===== config.mk =====
export PLATFORM = sky130hd
export DESIGN_NAME = fpga_reset_sequencer
export DESIGN_NICKNAME = d
export VERILOG_FILES = /design/src/rtl/fpga_reset_sequencer.sv
export SDC_FILE = /design/constraint.sdc
export NUM_CORES = 1
export LEC_CHECK = 0
export CORE_UTILIZATION = 40
export DETAILED_ROUTE_END_ITERATION = 10
export GPL_TIMING_DRIVEN = 0
export PLACE_DENSITY_LB_ADDON = 0.3
export RECOVER_POWER = 25
export SYNTH_ARGS = -nofsm -noshare
export SYNTH_HDL_FRONTEND = slang
export SYNTH_SLANG_ARGS = --single-unit

===== constraint.sdc =====
create_clock -name clk_i -period 1.99 [get_ports clk_i]
set_clock_uncertainty 0.15 [all_clocks]
set_input_delay 0.398 -clock clk_i [delete_from_list [all_inputs] [get_ports clk_i]]
set_output_delay 0.398 -clock clk_i [all_outputs]
set_load 0.005 [all_outputs]

===== src/rtl/fpga_reset_sequencer.sv =====
// Board reset conditioner: debounced button, synchronized lock and software request
// combine into a held, synchronously released active-low reset for x_heep_system.
module fpga_reset_sequencer #(
  parameter int SYNC_STAGES     = 2,
  parameter int DEBOUNCE_CYCLES = 1000,
  parameter int HOLD_CYCLES     = 64,
  parameter bit BTN_ACTIVE_LOW  = 1'b0
) (
  input  logic       clk_i,
  input  logic       rst_i,
  input  logic       btn_i,
  input  logic       locked_i,
  input  logic       sw_rst_req_i,
  output logic       rst_no,
  output logic       rst_led_o,
  output logic [1:0] state_o,
  output logic [7:0] rst_count_o
);

  localparam int DW = $clog2(DEBOUNCE_CYCLES);
  localparam int HW = (HOLD_CYCLES > 1) ? $clog2(HOLD_CYCLES) : 1;
  localparam logic [DW-1:0] DEB_LAST  = DW'(DEBOUNCE_CYCLES - 1);
  localparam logic [HW-1:0] HOLD_LAST = HW'(HOLD_CYCLES - 1);

  typedef enum logic [1:0] {
    S_WAIT = 2'd0,
    S_HOLD = 2'd1,
    S_RUN  = 2'd2
  } state_e;

  logic [SYNC_STAGES-1:0] btn_sync_q;
  logic [SYNC_STAGES-1:0] lock_sync_q;
  logic                   btn_n;
  logic                   btn_s;
  logic                   lock_s;
  logic                   btn_db_q, btn_db_d;
  logic [DW-1:0]          deb_cnt_q, deb_cnt_d;
  logic                   fault;

  state_e                 state_q;
  logic [HW-1:0]          hold_cnt_q;
  logic                   rst_n_q;
  logic                   led_q;
  logic [7:0]             cnt_q;

  assign btn_n  = btn_i ^ BTN_ACTIVE_LOW;
  assign btn_s  = btn_sync_q[SYNC_STAGES-1];
  assign lock_s = lock_sync_q[SYNC_STAGES-1];
  assign fault  = btn_db_q | ~lock_s;

  always_ff @(posedge clk_i or posedge rst_i) begin
    if (rst_i) begin
      btn_sync_q  <= '0;
      lock_sync_q <= '0;
      btn_db_q    <= 1'b0;
      deb_cnt_q   <= '0;
    end else begin
      btn_sync_q  <= {btn_sync_q[SYNC_STAGES-2:0], btn_n};
      lock_sync_q <= {lock_sync_q[SYNC_STAGES-2:0], locked_i};
      btn_db_q    <= btn_db_d;
      deb_cnt_q   <= deb_cnt_d;
    end
  end

  // The counter only runs while the synchronized button disagrees with btn_db.
  always_comb begin
    btn_db_d  = btn_db_q;
    deb_cnt_d = '0;
    if (btn_s != btn_db_q) begin
      if (deb_cnt_q == DEB_LAST) begin
        btn_db_d = btn_s;
      end else begin
        deb_cnt_d = deb_cnt_q + DW'(1);
      end
    end
  end

  always_ff @(posedge clk_i or posedge rst_i) begin
    if (rst_i) begin
      state_q    <= S_WAIT;
      hold_cnt_q <= '0;
      rst_n_q    <= 1'b0;
      led_q      <= 1'b0;
      cnt_q      <= '0;
    end else begin
      unique case (state_q)
        S_WAIT: begin
          if (!fault) begin
            state_q    <= S_HOLD;
            hold_cnt_q <= '0;
          end
        end
        S_HOLD: begin
          if (fault) begin
            state_q <= S_WAIT;
          end else if (hold_cnt_q == HOLD_LAST) begin
            state_q <= S_RUN;
            rst_n_q <= 1'b1;
            led_q   <= 1'b1;
          end else begin
            hold_cnt_q <= hold_cnt_q + HW'(1);
          end
        end
        S_RUN: begin
          if (fault || sw_rst_req_i) begin
            rst_n_q <= 1'b0;
            led_q   <= 1'b0;
            if (cnt_q != 8'hFF) cnt_q <= cnt_q + 8'd1;
            if (fault) begin
              state_q <= S_WAIT;
            end else begin
              state_q    <= S_HOLD;
              hold_cnt_q <= '0;
            end
          end
        end
        default: begin
          state_q <= S_WAIT;
          rst_n_q <= 1'b0;
          led_q   <= 1'b0;
        end
      endcase
    end
  end

  assign rst_no      = rst_n_q;
  assign rst_led_o   = led_q;
  assign state_o     = state_q;
  assign rst_count_o = cnt_q;

endmodule


* Word level (Yosys, flattened, before mapping)
Cells that the tools add are included.
** Cells by class
- Add/subtract/negate cells :: 3
- Equal/unequal tests :: 12
- Multiplexer cells :: 17
- Bitwise gates (word level) :: 3
- Reductions and logical operators :: 8
** Operators with widths (number)
- 6-bit 2-to-1 mux :: 4
- 10-bit 2-to-1 mux :: 2
- 6-bit one-hot mux with 3 select lines :: 1
- 10-bit by 1-bit adder with 10-bit output (second input constant) :: 1
- 10-bit == test (second input constant) :: 1
- 2-bit != test (second input constant) :: 5
- 8-bit by 1-bit adder with 8-bit output (second input constant) :: 1
- 2-bit 2-to-1 mux :: 4
- 8-bit != test (second input constant) :: 1
- 4-bit AND reduction :: 2
- 6-bit by 1-bit adder with 6-bit output (second input constant) :: 1
- 6-bit == test (second input constant) :: 1
- 2-bit one-hot mux with 3 select lines :: 1
- 3-bit AND reduction :: 2
- 1-bit 2-to-1 mux :: 4
- 3-bit != test (second input constant) :: 1
- 1-bit one-hot mux with 3 select lines :: 1
- 3-bit nonzero test :: 1
- 2-bit by 1-bit == test with 1-bit output (second input constant) :: 1
- 2-bit == test (second input constant) :: 1
- 2-bit logical NOT :: 1
- 1-bit NOT :: 2
- 2-bit AND reduction :: 1
- 1-bit logical OR :: 1
- 2 further kinds :: 2
** Word-level totals
- Register bits after elaboration :: 32
- Output and inout port bits :: 12

* Longest topological paths before layout
- Word-level depth :: 5
- Mapped depth :: 5
- Depth with buffers taken out :: 5

* Least setup slack after synthesis
Ideal clock, no wire load.
- Path kind :: flip-flop to flip-flop
- From :: reg btn_db_q
- To :: reg cnt_q[5] (netlist: rst_count_o[5])
- Setup time :: 127 ps
- Arrival :: 1387 ps
- Data required time :: 1713 ps
- Slack :: 326 ps
- Stages on the path, launching flop included :: 5
- Period minus slack after synthesis :: 1664 ps
- Cells stage by stage :: dfrtp_1 -> or3b_4 -> and4_4 -> nand4_1 -> mux2_1
** Between the ends
- Word-level cells in the longest chain between the ends :: 3
** Ends and longest elaborated chain
- start, declared :: RTL line 36 : logic btn_db_q, btn_db_d;
- start signal, assigned :: RTL line 60 : btn_db_q <= btn_db_d;
- 1-bit bitwise OR :: RTL line 49 : assign fault = btn_db_q | ~lock_s;
- 1-bit logical OR :: RTL line 105 : if (fault || sw_rst_req_i) begin
- 3-bit AND reduction (no line)
- end signal, assigned :: RTL line 108 : if (cnt_q != 8'hFF) cnt_q <= cnt_q + 8'd1;
- end, declared :: RTL line 44 : logic [7:0] cnt_q;
Every way passes these cells.
A chain may end at the register's enable or synchronous reset.

* Final worst setup path
- From :: in sw_rst_req_i
- To :: reg cnt_q[5] (netlist: rst_count_o[5])
** Between the ends
- Word-level cells in the longest chain between the ends :: 2
** Ends and longest elaborated chain
- start, declared :: RTL line 13 : input logic sw_rst_req_i,
- 1-bit logical OR :: RTL line 105
- 3-bit AND reduction (no line)
Every way passes these cells.

==> flow_metrics.env <==
export IMPL_status="finished clean"
export IMPL_initial_core_util=0.4197
export IMPL_ir_worst_vdd_uv=481.8
export IMPL_rows=22
export IMPL_crit_required_ns=2.00
export IMPL_min_delay_path_depth=0
export IMPL_crit_path_end_kind="register"
export IMPL_hpwl_mm=1.946
export IMPL_cp_max_fo=5
export IMPL_yosysSeqAreaShare=0.5212
export IMPL_postCtsHoldBufs=0
export IMPL_slowest_stage="clkdlybuf4s50_1"
export IMPL_hold_start="btn_sync_q[0]"
export IMPL_fin_tns_setup_ns=0
export IMPL_routedWlPerCell_um=12.63
export IMPL_tightestPinTransition_ns=0.5480
export IMPL_setup_viol=0
export IMPL_htreeDepth=2
export IMPL_whs_endpoint="btn_sync_q[1]"
export IMPL_vias=1132
export IMPL_period_minus_slack_ns=1.889
export IMPL_drc=0
export IMPL_grt_util_all_layers=0.1514
export IMPL_clock_root_buffer="clkbuf_8"
export IMPL_syn_area_mm2=0.001536
export IMPL_core_area_mm2=0.003661
export IMPL_yosysWarnings=0
export IMPL_clock_sinks=32
export IMPL_fillers=335
export IMPL_avgSynthCellArea_um2=10.74
export IMPL_drv_cap=0
export IMPL_placed_cell_area_mm2=0.001757
export IMPL_grt_setup_unrepaired="false"
export IMPL_grt_overflow=0
export IMPL_holdWs_ns=0.2022
export IMPL_post_route_util=0.5065
export IMPL_place_gp_congestion=0.8467
export IMPL_design_die_area_mm2=0.004093
export IMPL_ctsResizeCount=0
export IMPL_total_leakage_power_uw=0.0007885
export IMPL_grt_first_pass_wirelength_mm=4.657
export IMPL_routed_via_density=5.241
export IMPL_detail_route_wirelength_mm=2.729
export IMPL_cp_top_family="simple AND/OR/NAND/NOR gates"
export IMPL_r2r_cells=5
export IMPL_ys_ff_latch=32
export IMPL_synth_edff_count=0
export IMPL_synth_async_reset_ratio=1.000
export IMPL_first_pass_iters=4
export IMPL_synth_ff_type="dfrtp_1"
export IMPL_start_kind="input pin"
export IMPL_syn_to_final_growth_pct=20.68
export IMPL_io_buffer_count=16
export IMPL_cts_made_buffers=5
export IMPL_antenna_found_initial=0
export IMPL_power_density_mw_per_mm2=679.7
export IMPL_r2r_end="deb_cnt_q[3]"
export IMPL_hold_class="register to register"
export IMPL_clock_fmax_mhz=529.3
export IMPL_die_w_um=63.98
export IMPL_crit_chain="clkdlybuf4s50_1 -> or3b_4 -> and4_4 -> nand4_1 -> mux2_1"
export IMPL_grt_max_degree=33
export IMPL_total_power_uw=1260
export IMPL_synthCells=143
export IMPL_clockBufferDepth=2
export IMPL_slowest_delay_ns=0.45
export IMPL_period_share=0.9493
export IMPL_hold_viol_final=0
export IMPL_num_nets_final=175
export IMPL_crit_buf_inv=1
export IMPL_drv_slew=0
export IMPL_insertedDiodeCount=0
export IMPL_grt_pass1_vias=1057
export IMPL_max_slew_margin=0.6347
export IMPL_rr_startpoint="deb_cnt_q[0]"
export IMPL_critPathKind="input pin to register"
export IMPL_synth_cell_types=38
export IMPL_stdcell_area_mm2=0.001854
export IMPL_clock_latency_ns=0.28
export IMPL_drive_above_1_share=0.1369
export IMPL_die_h_um=63.98
export IMPL_post_cts_setup_buffer_count=0
export IMPL_synth_nets=151
export IMPL_clk_pin_slew_ns=0.06
export IMPL_ios=17
export IMPL_ff2ff_setup_slack_ns=0.18
export IMPL_cts_tree="yes"
export IMPL_crit_arrival_ns=1.90
export IMPL_antenna_violating_nets_post_route=0
export IMPL_drt_iter0_drc=45
-- per-layer routing --
metal	global-route usage	wire, um	share of wire	vias up
met3	0.05000	128	0.047	5
met1	0.1811	1296	0.47	534
met2	0.2473	1263	0.46	28
met5	0	0	0	-
met4	0.06534	42	0.015	0
li1	-	-	-	565
-- area by class of cell --
class / count / area, um^2 / area share
well taps: 48 / 60.06 / 0.03239
clock inverters: 2 / 10.01 / 0.005398
inverters: 6 / 22.52 / 0.01215
flip-flops and latches: 32 / 800.8 / 0.4318
repair buffers: 17 / 165.2 / 0.08907
multi-input cells: 104 / 705.7 / 0.3806
plain buffers: 1 / 7.507 / 0.004049
clock buffers: 6 / 82.58 / 0.04453
-- state kept, by name, indices dropped and copies added, names as in the netlist --
register / flops
btn_db_q: 1
btn_sync_q: 2
deb_cnt_q: 10
hold_cnt_q: 6
lock_sync_q: 2
rst_count_o: 8
rst_led_o: 1
state_o: 2
-- where the power goes --
part / internal [uW] / total (uW) / switching (uW)
Sequential: 668 / 688 / 20.5
Combinational: 28.9 / 66.6 / 37.7
Clock: 275 / 506 / 230
Total: 972 / 1260 / 289
-- cell usage in the layout (no fill, tap or decap), drive strengths merged, types with 4 or more instances in the layout --
cell type / synthesis / layout
a21oi: 4 / 4
clkbuf: 0 / 7
clkdlybuf4s50: 0 / 13
dfrtp: 32 / 32
inv: 6 / 6
mux2: 7 / 7
nand2: 7 / 7
nand2b: 6 / 6
nand3: 12 / 12
nand4: 6 / 6
nor2: 13 / 13
o21ai: 6 / 6
xnor2: 4 / 4
-- worst max-delay path by stage --
stage | start | end | depth (start not counted)
final | sw_rst_req_i | rst_count_o[5] | 5
after global routing | deb_cnt_q[0] | deb_cnt_q[3] | 5
after CTS | sw_rst_req_i | rst_count_o[5] | 5
after detailed placement | sw_rst_req_i | rst_count_o[5] | 5
after global placement | sw_rst_req_i | rst_count_o[5] | 5
after floorplan | btn_db_q | rst_count_o[5] | 4
-- logic make-up after synthesis --
group | synth area share
multiplexers | 0.05781
XOR/XNOR | 0.03990
AO/OA/AOI/OAI | 0.1164
AND/OR/NAND/NOR | 0.2207
flip-flops | 0.5212
adder cells (fa/ha/maj) | 0.02443
buffers and inverters | 0.01954
-- through the flow --
stage          cells  setup slack [ns]
2_1_floorplan    143            0.3258
3_3_place_gp     207           -0.1788
3_5_place_dp     207           -0.2057
4_1_cts          215           0.09459
5_1_grt          216          0.001007
6_report         216            0.1009
-- worst reg2reg max path: cells and delay by family (launching register included) --
kind                     cells  cell delay [ns]
AO/OA/AOI/OAI                1             0.35
adder cells (fa/ha/maj)      1             0.28
AND/OR/NAND/NOR              3             0.49
flip-flops                   1             0.41
-- Yosys cell counts (3+ instances only) --
master	n	area [um^2]
a21oi_1	3	15.01
a31oi_1	3	18.77
dfrtp_1	32	800.8
ha_1	3	37.54
inv_1	6	22.52
mux2_2	5	56.30
nand2_1	7	26.28
nand2b_1	6	37.54
nand3_1	12	60.06
nand4_1	6	37.54
nor2_1	13	48.80
o21ai_0	6	30.03
xnor2_1	4	35.03
xor2_1	3	26.28
(Power assumes the default switching activity.)
